==> src/rtl/shift_pkg.sv <==
// shift_pkg: opcode and FSM state types shared by the iterative shifter, plus opcode validity check
package shift_pkg;
  typedef enum logic [3:0] {
    OP_SLL = 4'b0010,
    OP_SRL = 4'b0011,
    OP_SRA = 4'b0100,
    OP_ROL = 4'b0101,
    OP_ROR = 4'b0110
  } op_t;
  typedef enum logic [1:0] {IDLE, BUSY, DONE} state_t;
  function automatic logic is_valid_op(input logic [3:0] op);
    return op inside {OP_SLL, OP_SRL, OP_SRA, OP_ROL, OP_ROR};
  endfunction
endpackage

==> src/rtl/shift_step.sv <==
// shift_step: combinational k-bit shift/rotate of data by op (data, k, op in; y out)
module shift_step
  import shift_pkg::*;
#(
  parameter int WIDTH = 32,
  parameter int STEP = 1
) (
  input  logic [WIDTH-1:0]     data,
  input  logic [$clog2(STEP):0] k,
  input  logic [3:0]           op,
  output logic [WIDTH-1:0]     y
);
  assign y = op == OP_SLL ? data << k :
             op == OP_SRL ? data >> k :
             op == OP_SRA ? WIDTH'($signed(data) >>> k) :
             op == OP_ROL ? (data << k) | (data >> (WIDTH - int'(k))) :
             op == OP_ROR ? (data >> k) | (data << (WIDTH - int'(k))) : data;
endmodule

==> src/rtl/shift_iter.sv <==
// shift_iter: multi-cycle shift/rotate unit; in_valid/in_ready/a/shamt/op request, out_valid/out_ready/result/zero response
module shift_iter
  import shift_pkg::*;
#(
  parameter int WIDTH = 32,
  parameter int STEP = 1,
  localparam int SHW = $clog2(WIDTH)
) (
  input  logic             clk,
  input  logic             rst,
  input  logic             in_valid,
  output logic             in_ready,
  input  logic [WIDTH-1:0] a,
  input  logic [SHW-1:0]   shamt,
  input  logic [3:0]       op,
  output logic             out_valid,
  input  logic             out_ready,
  output logic [WIDTH-1:0] result,
  output logic             zero
);
  localparam int KW = $clog2(STEP) + 1;
  state_t state, state_n;
  logic [WIDTH-1:0] data, data_n, stepped;
  logic [SHW-1:0] rem, rem_n;
  logic [3:0] op_q, op_n;
  logic [KW-1:0] k;
  assign k = int'(rem) < STEP ? KW'(rem) : KW'(STEP);
  shift_step #(.WIDTH(WIDTH), .STEP(STEP)) u_step (
    .data(data),
    .k(k),
    .op(op_q),
    .y(stepped)
  );
  always_ff @(posedge clk)
    if (rst) begin
      state <= IDLE;
      data <= '0;
      rem <= '0;
      op_q <= '0;
    end else begin
      state <= state_n;
      data <= data_n;
      rem <= rem_n;
      op_q <= op_n;
    end
  always_comb begin
    state_n = state;
    data_n = data;
    rem_n = rem;
    op_n = op_q;
    if (state == IDLE && in_valid) begin
      data_n = is_valid_op(op) ? a : '0;
      rem_n = shamt;
      op_n = op;
      state_n = shamt == '0 || !is_valid_op(op) ? DONE : BUSY;
    end else if (state == BUSY) begin
      data_n = stepped;
      rem_n = rem - SHW'(k);
      state_n = rem == SHW'(k) ? DONE : BUSY;
    end else if (state == DONE && out_ready)
      state_n = IDLE;
  end
  assign in_ready = state == IDLE;
  assign out_valid = state == DONE;
  assign result = data;
  assign zero = data == '0;
endmodule

==> config.mk <==
export PLATFORM = sky130hd
export DESIGN_NAME = shift_iter
export DESIGN_NICKNAME = d
export VERILOG_FILES = /design/src/rtl/shift_pkg.sv /design/src/rtl/shift_step.sv /design/src/rtl/shift_iter.sv
export SDC_FILE = /design/constraint.sdc
export NUM_CORES = 1
export LEC_CHECK = 0
export ABC_AREA = 1
export BUFFER_PORTS_ARGS = -buffer_cell sky130_fd_sc_hd__buf_2
export CAP_MARGIN = 20
export CORE_MARGIN = 5
export CORE_UTILIZATION = 30
export DETAILED_ROUTE_END_ITERATION = 10
export SETUP_SLACK_MARGIN = 0.2
export SLEW_MARGIN = 20
export SYNTH_ARGS = -nofsm -noshare
export SYNTH_HDL_FRONTEND = slang
export SYNTH_SLANG_ARGS = --single-unit
==> constraint.sdc <==
create_clock -name clk -period 1.3 [get_ports clk]
set_input_delay 0.13 -clock clk [delete_from_list [all_inputs] [get_ports clk]]
set_output_delay 0.13 -clock clk [all_outputs]
set_load 0.01 [all_outputs]
# Word-level counts from Yosys, hierarchy flattened

Cells that the tools add are included.
Widths: inputs -> output; s select.

Logic and storage cells: 55
Output and inout bits: 35
Input bits: 45
Flip-flop bits (word level): 43

Bitwise logic cells: 2
Shift operators: 5
Muxes and demuxes: 16
$lt $le $gt $ge: 1
Equality and inequality tests: 13
$add $sub $neg: 2
Reduce and logical (&&, ||, !) cells: 12

Operators by type and width:

| cell                | count |
|---|---|
| $mux 32             | 8 |
| $or 32x32->32       | 2 |
| $logic_not 32->1    | 1 |
| $shl 32x1->32       | 1 |
| $shl 32x32->32      | 1 |
| $shr 32x1->32       | 1 |
| $shr 32x32->32      | 1 |
| $sshr 32x1->32      | 1 |
| $eq 4x3->1 const B  | 6 |
| $eq 4x2->1 const B  | 4 |
| $mux 2              | 5 |
| $mux 5              | 2 |
| $sub 6x1->7 const A | 1 |
| $reduce_bool 6->1   | 1 |
| $eq 5x1->1          | 1 |
| $logic_not 5->1     | 1 |
| $lt 5x1->1 const B  | 1 |
| $reduce_bool 5->1   | 1 |
| $sub 5x1->5         | 1 |
| $reduce_bool 3->1   | 1 |
| $eq 2x1->1 const B  | 1 |
| $eq 2x2->1 const B  | 1 |
| $logic_and 1x1->1   | 2 |
| $logic_not 2->1     | 1 |
| 5 further kinds     | 5 |

# Longest topological paths before layout

Depth in word-level cells: 12
Mapped depth: 13
Mapped depth without buffers: 11

# Cells and area by module

A second synthesis with hierarchy kept.

Cell total of the unflattened synthesis: 662
Area total of the unflattened synthesis: 3,886.2 µm²

Modules (own cells, without submodules):

| module     | instances | area an instance (µm²) | cells an instance | sequential area each (µm²) |
|---|---|---|---|---|
| shift_iter | 1         | 2,396.0                | 327               | 860.8 |
| shift_step | 1         | 1,490.2                | 335               | 0.0 |

# Least setup slack after synthesis

No wires, ideal clock.

Kind: register to register
Start point: reg state[0]
End point: reg (tool-made name)
Data arrival time: 1.310 ns
Library setup time: 0.117 ns
Clock period less this slack: 1.427 ns
Path slack: -0.127 ns
Stages on the path, launching flop included: 10
Required time: 1.183 ns
Path buffers: 1
Cells stage by stage: dfxtp_1 > nor2_4 > nand2_4 > nand3_1 > nand2_2 > a21oi_4 > nand2_2 > buf_4 > nor2_1 > a21oi_1

RTL lines:

| element                | line             | text |
|---|---|---|
| start, declared        | shift_iter.sv:22 | `state_t state, state_n;` |
| start signal, assigned | shift_iter.sv:41 | `state <= state_n;` |

==> metrics.csv <==
metric,value,unit
via/cell ratio,5.05,
clk root buf,clkbuf_16,
"Min Clock Period, post-route",1.74,ns
fraction of layout cells with a size suffix above 1,46.5,%
"Power, Total",8.35,mW
Simple-Gate Fraction of Synth Area,42.7,%
vias in the first global route,4643,
post-route ant nets,0,
Max VDD drop,671,µV
Worst EP required,1.17,ns
Hold WC Path Type,input pin to register,
xor/xnor share of the synthesized area,0,%
final worst slack,-0.442,ns
fmax,574,MHz
Post-Syn Area,3640,µm²
routed via count,4956,
Routed met2 length,7.13,mm
gr usage total,19.7,%
final wirelength,14.8,mm
core box area,12000,µm²
Layout Nets,880,
CP Data Arrival Time,1.61,ns
Leakage,3.03,nW
"Seq/Total Area, Yosys",23.7,%
Slew @ Worst Pin,0.359,ns
clock-pin slew on the worst setup and hold paths,0.07,ns
"Slew Viols, Final",0,
drt first pass iters,5,
Adder-Cell Fraction of Synth Area,0.688,%
num ports,80,
die area,14400,µm²
I/O Buffers,79,
largest net degree at the start of global routing,39,
met3 routed WL,875,µm
gate count of the mapped netlist,639,
CP endpoint kind,output port,
antenna violations before repair,0,
row count,40,
critical path peak fanout,2,
post-synthesis compound-gate area fraction,20.0,%
top layer in use,met4,
post-synthesis mux area share,0,%
Detailed Place HPWL,9.99,mm
Die Wd,120,µm
WS Path Type,register to output port,
RSZ-0062 raised after global routing,true,
Initial Util,30.4,%
syn nets,686,
largest family of logic cells by synthesized area,simple AND/OR/NAND/NOR gates,
CP startpoint kind,register,
Routability Congestion,0.945,
CTS tree,yes,
first-pass GRT wire length,23.5,mm
failing checks,negative setup slack,
M1 WL,6.61,mm
Max-cap violations,0,
synth warn,0,
Final Setup Violations,38,
Clock Latency Late Sink,0.29,ns
Final Hold Slack,0.0964,ns
clock sinks,43,
Netlist cell types,30,
power per standard cell area,1330,nW/µm²
final-report hold violation count,0,
outcome,finished with violations,
Seq cells post-synth,43,
total gr overflow,0,
Rel. slew slack,76.0,%
area delta synth->final,73.0,%
initial DRC count,387,
"Period Utilization, post-route",134,%
TritonCTS Buffers,5,
Synth Area per Inst,5.69,µm²
Inserted Diodes,0,
drt wl/cell,15.1,µm
Non-Filler Instances,981,
Residual DRC,0,
clock skew,0.00657,ns
H-tree Lvls,2,
Clock Path Buffers,2,
die height,120,µm
Inst Count DP,933,
-- layer usage --
layer,global-route usage (%),vias up
met5,0,-
met4,3.94,0
met3,2.21,16
met2,32.4,168
met1,27.8,2281
li1,-,2491
-- kinds of logic after synthesis --
group / Yosys count
AOI/OAI and AO/OA: 134
adders and majority gates: 2
buffers and inverters: 106
DFF: 43
and+or+nand+nor: 354
-- cell usage in the layout, fill, tap and decap left out, types with 13 or more instances in the layout --
cell type  netlist  final
nand2_1        186    142
buf_4            4    100
buf_2           17     78
nand3_1         72     65
inv_1           67     51
a21oi_1         63     40
nor2_1          53     31
dfxtp_1         43     30
nand2_2          6     26
o21ai_1          8     25
buf_6            5     25
nor2_4           4     22
a21oi_2          0     22
nand2_4          1     21
o21ai_0         40     20
nand4_1         13     13
buf_12           0     13
-- final timing paths --
kind	from	to	slack, ns	cells past startpoint
setup / recovery	register	zero	-0.44	7
hold / removal	a[29]	register	0.1	3
setup reg to reg	op_q[2]$_SDFFE_PP0P_	register	-0.41	12
hold reg to reg	rem[4]$_SDFFE_PP0N_	rem[4]$_SDFFE_PP0N_	0.55	2
-- timing repair --
| action | in CTS | in global routing |
|---|---|---|
| resized for setup | 150 | 77 |
| pin swaps | 44 | 20 |
| endpoints found under the setup margin | 44 | 47 |
| buffers inserted | 27 | 8 |
| gates cloned | 4 | 1 |
| hold buffers | 0 | 0 |
-- per-stage QoR --
stage                     worst slack [ns]  TNS (ns)  util, %  area [µm²]
final                               -0.442    -10.80     52.6        6290
after global routing                -0.516    -13.92     52.6        6290
after CTS                           -0.441     -9.16     49.7        5940
after detailed placement            -0.387     -7.78     41.5        4970
after global placement              -0.335     -7.21     41.5        4970
after floorplan                    -0.0753     -1.49        -        3800
-- layout make-up --
| class | count | area [µm²] |
|---|---|---|
| clock inverters | 1 | 5.00 |
| multi-input cells | 490 | 2960 |
| clock buffers | 7 | 133 |
| well taps | 147 | 184 |
| flip-flops and latches | 43 | 887 |
| inverters | 70 | 297 |
| fillers | 1145 | 5670 |
| repair inverters | 1 | 6.26 |
| repair buffers | 222 | 1820 |
-- report_power, final --
part	switching [mW]	leakage (nW)	internal (mW)	total, mW
Sequential	0.189	0.359	1.54	1.73
Combinational	2.89	2.61	2.46	5.35
Clock	0.556	0.0679	0.713	1.27
Total	3.63	3.03	4.72	8.35
-- worst max-delay path, stage by stage (launching register included) --
cell	delay, ns
dfxtp_1	0.32
inv_2	0.06
nand4_1	0.12
nor4_2	0.26
buf_4	0.18
nand3_1	0.07
nor3_2	0.15
buf_2	0.17
-- Yosys cell counts, drive strengths merged --
| library cell | n | area (µm²) |
|---|---|---|
| o22ai | 2 | 12.5 |
| or2 | 1 | 6.26 |
| ha | 2 | 25.0 |
| dfxtp | 43 | 861 |
| o21ai | 48 | 240 |
| nand4 | 13 | 81.3 |
| a21oi | 64 | 332 |
| nand2 | 193 | 747 |
| a31oi | 6 | 37.5 |
| nor3 | 6 | 30.0 |
| inv | 70 | 263 |
| nor2 | 62 | 275 |
| nor4 | 5 | 31.3 |
| nand3 | 74 | 380 |
| o211ai | 11 | 82.6 |
| a211oi | 2 | 15.0 |
| clkbuf | 9 | 33.8 |
| o21a | 1 | 7.51 |
| buf | 27 | 175 |
Note: power is estimated with default switching activity, not from simulation.
